===== src/rtl/fifo_reader.sv =====
// fifo_reader: read-side controller for a synchronous FIFO with one-cycle read
// latency. It issues rd whenever the FIFO is non-empty and the 2-entry skid
// buffer has room. Words are presented in order on a valid/ready stream.
//
// Optional feature: define FIFO_READER_COUNT_EN to add the word_count port and
// its delivered-word counter.
//
// Ports:
//   clk, reset          rising-edge clock, synchronous active-high reset
//   en                  enables new reads; buffered/in-flight words still drain
//   outEmpty            FIFO empty flag
//   errorEmpty          FIFO underflow flag
//   data_out            FIFO read data, valid the cycle after rd is sampled
//   rd                  FIFO read strobe (combinational)
//   data_o, valid_o     head word of skid buffer and its valid flag
//   ready_i             downstream accepts data_o this cycle
//   err_o               sticky underflow indicator
//   word_count          words delivered (FIFO_READER_COUNT_EN only)
module fifo_reader #(
  parameter int unsigned DATA_WIDTH  = 8,
  parameter int unsigned COUNT_WIDTH = 16
) (
  input  logic                  clk,
  input  logic                  reset,
  input  logic                  en,
  input  logic                  outEmpty,
  input  logic                  errorEmpty,
  input  logic [DATA_WIDTH-1:0] data_out,
  output logic                  rd,
  output logic [DATA_WIDTH-1:0] data_o,
  output logic                  valid_o,
  input  logic                  ready_i,
  output logic                  err_o
`ifdef FIFO_READER_COUNT_EN
  ,
  output logic [COUNT_WIDTH-1:0] word_count
`endif
);

  typedef enum logic [1:0] {
    EMPTY = 2'd0,
    ONE   = 2'd1,
    TWO   = 2'd2
  } occ_t;

  occ_t                  occ;
  occ_t                  occ_next;
  logic                  inflight;
  logic [DATA_WIDTH-1:0] buf0;
  logic [DATA_WIDTH-1:0] buf1;
  logic                  pop;
  logic                  tail_is_head;
  logic [2:0]            credit;

  assign pop    = valid_o & ready_i;
  assign data_o = buf0;

  // Words owed to the buffer after this cycle; pop only happens with occ != 0,
  // so the subtraction cannot underflow.
  assign credit = 3'(occ) + 3'(inflight) - 3'(pop);
  assign rd     = en & ~outEmpty & ~reset & (credit < 3'd2);

  // A pushed word lands in buf0 when the buffer is empty after this cycle's pop.
  assign tail_is_head = (occ == EMPTY) || ((occ == ONE) && pop);

  // Occupancy update from push (in-flight word arriving) and pop.
  always_comb begin
    occ_next = occ;
    case (occ)
      EMPTY: if (inflight) occ_next = ONE;
      ONE: begin
        if (inflight && !pop)      occ_next = TWO;
        else if (!inflight && pop) occ_next = EMPTY;
      end
      TWO:     if (pop && !inflight) occ_next = ONE;
      default: occ_next = EMPTY;
    endcase
  end

  // Skid buffer, occupancy, in-flight tracking and sticky error.
  always_ff @(posedge clk) begin
    if (reset) begin
      occ      <= EMPTY;
      inflight <= 1'b0;
      valid_o  <= 1'b0;
      buf0     <= '0;
      buf1     <= '0;
      err_o    <= 1'b0;
    end else begin
      occ      <= occ_next;
      valid_o  <= (occ_next != EMPTY);
      inflight <= rd;
      err_o    <= err_o | errorEmpty;
      if (pop) buf0 <= buf1;
      // Later assignment wins, so a push into buf0 overrides the shift.
      if (inflight) begin
        if (tail_is_head) buf0 <= data_out;
        else              buf1 <= data_out;
      end
    end
  end

`ifdef FIFO_READER_COUNT_EN
  // Delivered-word counter, wraps naturally at 2^COUNT_WIDTH.
  always_ff @(posedge clk) begin
    if (reset)    word_count <= '0;
    else if (pop) word_count <= word_count + COUNT_WIDTH'(1);
  end
`endif

endmodule


===== config.mk =====
export PLATFORM = sky130hd
export DESIGN_NAME = fifo_reader
export DESIGN_NICKNAME = d
export VERILOG_FILES = /design/src/rtl/fifo_reader.sv
export SDC_FILE = /design/constraint.sdc
export NUM_CORES = 1
export LEC_CHECK = 0
export CAP_MARGIN = 10
export CORE_UTILIZATION = 43
export DETAILED_ROUTE_END_ITERATION = 8
export PLACE_DENSITY = 0.74
export SYNTH_ARGS = -nofsm -noshare
export SYNTH_HDL_FRONTEND = slang
export SYNTH_SLANG_ARGS = --single-unit

===== constraint.sdc =====
create_clock -name clk -period 1.66 [get_ports clk]
set_input_delay 0.249 -clock clk [delete_from_list [all_inputs] [get_ports clk]]
set_output_delay 0.249 -clock clk [all_outputs]
set_load 0.02 [all_outputs]

# == Word level (Yosys, flattened, before mapping) ==
# Cells that the tools add are included.
# op_classes
add_sub_neg,2
n_lt_le_gt_ge,1
eq_ne,2
n_mux,8
bitwise_logic,8
reduce_logical,9
# op_table
operator,count
2-to-1 mux 8 bit,3
2-to-1 mux 2 bit,4
case mux 2 bit (3 select lines),1
bitwise AND 1 bit,4
adder 2 x 1 -> 3 bit,1
logical AND 1 bit,3
< comparator 3 x 2 -> 1 bit (second input constant),1
inverter 1 bit,3
subtractor 3 x 1 -> 3 bit,1
equality test 2 x 1 -> 1 bit (second input constant),1
equality test 2 bit (second input constant),1
logical NOT 1 bit,2
logical NOT 2 bit,1
AND reduction 2 bit,1
nonzero test 2 bit,1
logical OR 1 bit,1
bitwise OR 1 bit,1
# totals
register_bits,21
inputBits,14
output_inout_bits,11
word_cells,36

# == Depth between registers and ports, before layout ==
# logic_depth
depth_word,6
ltp_mapped,7
ltp_nobuf,6

# == Worst setup path after synthesis ==
# OpenSTA, ideal clock, no wires.
# synth_path
path_type,register to output
from,reg valid_o
to,out rd
t_arrival_ps,2183
path_slack_ps,-772
path_stages_with_launch,8
path_buffers,1
path_cell_list,dfxtp_1 nand2_1 buf_2 and2_1 o21ai_0 fa_1 nand2_1 nor4_1
# synth_between
elab_chain_len,4
# synth_rtl
item,line_no,source
from (decl),31,"output logic valid_o,"
from (signal assigned),91,valid_o <= (occ_next != EMPTY);
bitwise AND 1 bit,55,assign pop = valid_o & ready_i;
subtractor 3 x 1 -> 3 bit,60,assign credit = 3'(occ) + 3'(inflight) - 3'(pop);
< comparator 3 x 2 -> 1 bit,61,assign rd = en & ~outEmpty & ~reset & (credit < 3'd2);
bitwise AND 1 bit,61,
to (decl),29,"output logic rd,"
# Every way passes these cells.

# == Worst setup path in the final report ==
# Ends and elaborated chain as after synthesis.

==> impl_metrics.yaml <==
setup_path:
  crit_type: "reg2out"
  worstPathRequired_ps: 1410
  cp-end-kind: "output port"
  worstPathMaxFanout: 3
  r2r_end: "inflight"
  worstRegToRegCells: 5
  crit_chain: "and3b_2 -> buf_6 -> fa_2 -> xor2_2 -> nor4_4 -> buf_4"
  cp_slowest_cell: "dfxtp_4"
  critPathLaunchType: "flop"
  cp-startpoint: "valid_o"
  reg2reg_from: "valid_o"
  path_buf_inv: 2
  crit_arrival_ps: 1990
  r2r_slack_ps: 50
  worst_path_dominant_cell_family: "simple AND/OR/NAND/NOR gates"
  critPathMaxStageDelay_ps: 370
routing:
  drt-total-wl_um: 2320
  drtAntennaViolNets: 0
  wire_per_inst_um: 13.6
  viasPerCell: 5.25
  drt_iter0_markers: 15
  drtPass1Iterations: 4
  vias: 893
  drcViolationCount: 0
place:
  portBuffers: 24
  post_dp_cell_area_um2: 1410
  place_ws_ps: -1220
  gp_routability_congestion: 0.847
  hpwl_um: 1670
  dp.cells: 166
cells_and_area:
  synthToLayoutAreaGrowth_pct: 40.2
  final_util: 0.648
  design_area_um2: 1460
  insertedDiodeCount: 0
  drive_above_1_share: 0.232
  layout.nets: 159
  fin_cells: 170
sta:
  max_freq_mhz: 447
  timing.final.hold_violations: 0
  maxSlewHeadroom: 0.763
  worst_pin_slew_ps: 355
  slew_violations: 0
  period_minus_slack_ps: 2240
  fin_hold_ws_ps: 480
  skew_ps: 10.4
  timing.final.crit_share: 1.35
  fin_tns_setup_ps: -577
  setup_viol: 1
  grt_setup_unrepaired: "true"
  worst_slack_ps: -577
clock_tree:
  cts_max_path_buffers: 2
  path_clk_slew_ps: 120
  clock_sinks: 21
  cts_tree: "done"
  clock_latency_ps: 310
  cts_max_level: 1
  cts_setup_buffers: 0
  root_buffer: "clkbuf_4"
  numCtsBuffers: 3
  ctsHoldBuffers: 0
hold_path:
  timing.hold.worst.start: "err_o"
  min_to: "err_o"
  hold_class: "reg2reg"
  min_path_cells: 2
power:
  p_per_area_nw_per_um2: 677
  ir_worst_vdd_mv: 0.608
  power_mw: 0.990
  p_leak_nw: 0.600
floorplan:
  row_count: 17
  initial_utilization: 0.462
  die-height_um: 51.2
  die_area_um2: 2620
  dieWidth_um: 51.2
  coreArea_um2: 2250
  pin_count: 25
synthesis:
  synth_nets: 125
  synth-seq-cells: 21
  yosys_warnings: 0
  synth_top_family_by_area: "simple AND/OR/NAND/NOR gates"
  syn_avg_cell_area_um2: 9.56
  ys_seq_area_frac: 0.403
  synth-async-reset-ratio: 0
  synth_compound_area_frac: 0.128
  syn-cell-area_um2: 1040
  synth_mux_area_frac: 0.164
  synth_edf_count: 0
  ys_types: 26
  synthAdderAreaFrac: 0.0312
  ys.flop_type: "dfxtp_1"
  synth-xor-area-share: 0.00840
  synthSimpleGateAreaFrac: 0.211
  synthCells: 109
grt:
  grt_pass1_wl_um: 3840
  antenna_found_initial: 0
  grt_max_degree: 32
  overflow: 0
  grt_pass1_vias: 862
  track_usage: 0.199
run:
  maxCapViolCount: 0
status:
  violations: "negative setup slack"
  status: "finished, violations left"
## tightest hold or removal path, stage by stage, from the launching register on
cell     delay (ps)
dfxtp_1         330
nor2_1           80
nor2_1           40
## synthesized netlist by cell type (2+ instances only)
cell / number / area [µm²]
a21oi_1: 3 / 15.0
a221oi_1: 8 / 70.1
buf_2: 2 / 10.0
clkbuf_1: 4 / 15.0
dfxtp_1: 21 / 420
inv_1: 3 / 11.3
mux2i_1: 16 / 160
nand2_1: 3 / 11.3
nand2b_1: 18 / 113
nand3b_1: 2 / 15.0
nor2_1: 11 / 41.3
nor4_1: 2 / 12.5
o32ai_1: 3 / 26.3
## routing by layer
layer	vias to the layer above	track usage	share of wire	routed length [µm]
li1	446	-	-	-
met1	423	0.247	0.45	1050
met2	21	0.329	0.50	1170
met3	3	0.0595	0.034	79
met4	0	0.0631	0.0099	23
met5	-	0	0	0
## kinds of logic (layout without fill, tap and decap cells)
family                     count (synthesis)  count (layout)
xor gates and xnor gates                   1               1
buffers and inverters                     11              44
and+or+nand+nor                           40              40
AOI/OAI and AO/OA                         17              17
adders and majority gates                  2               2
muxes                                     17              17
DFF                                       21              21
## where the power goes
group          switching [mW]  total, mW  internal [mW]  leakage (nW)
clock network           0.159      0.253         0.0936        0.0183
registers              0.0112      0.534          0.523         0.172
logic                  0.0936      0.203          0.109         0.410
## sequential cells by signal, summed over array words and instances, names as in the netlist
register  count
occ           2
valid_o       1
data_o        8
buf1          8
inflight      1
err_o         1
## repair_timing
item	in CTS	in global routing
endpoints found under the setup margin	3	4
pin swaps	1	0
resized for setup	11	3
## layout by cell type (no fill, tap or decap), types with 2 or more instances in the layout
master and instances:
nor2_1 11, mux2i_1 16, nand2b_1 18, nand3b_1 2, clkbuf_4 3, inv_1 3
a21oi_1 2, dfxtp_1 19, clkdlybuf4s50_1 21, a221oi_1 8, buf_4 13, o32ai_1 2
## layout make-up
class | instances | area [µm²]
clock buffers | 3 | 22.5
clock inverters | 1 | 6.26
repair buffers | 37 | 340
flip-flops and latches | 21 | 425
inverters | 3 | 11.3
well taps | 28 | 35.0
fillers | 207 | 793
multi-input cells | 77 | 621
## worst max path at each step
stage / to / slack (ps) / depth (start not counted)
2_1_floorplan: rd / -330 / 7
3_3_place_gp: rd / -1170 / 7
3_5_place_dp: rd / -1220 / 7
4_1_cts: rd / -600 / 6
5_1_grt: rd / -650 / 6
6_report: rd / -580 / 6
Power figures use the tool's default switching activity.
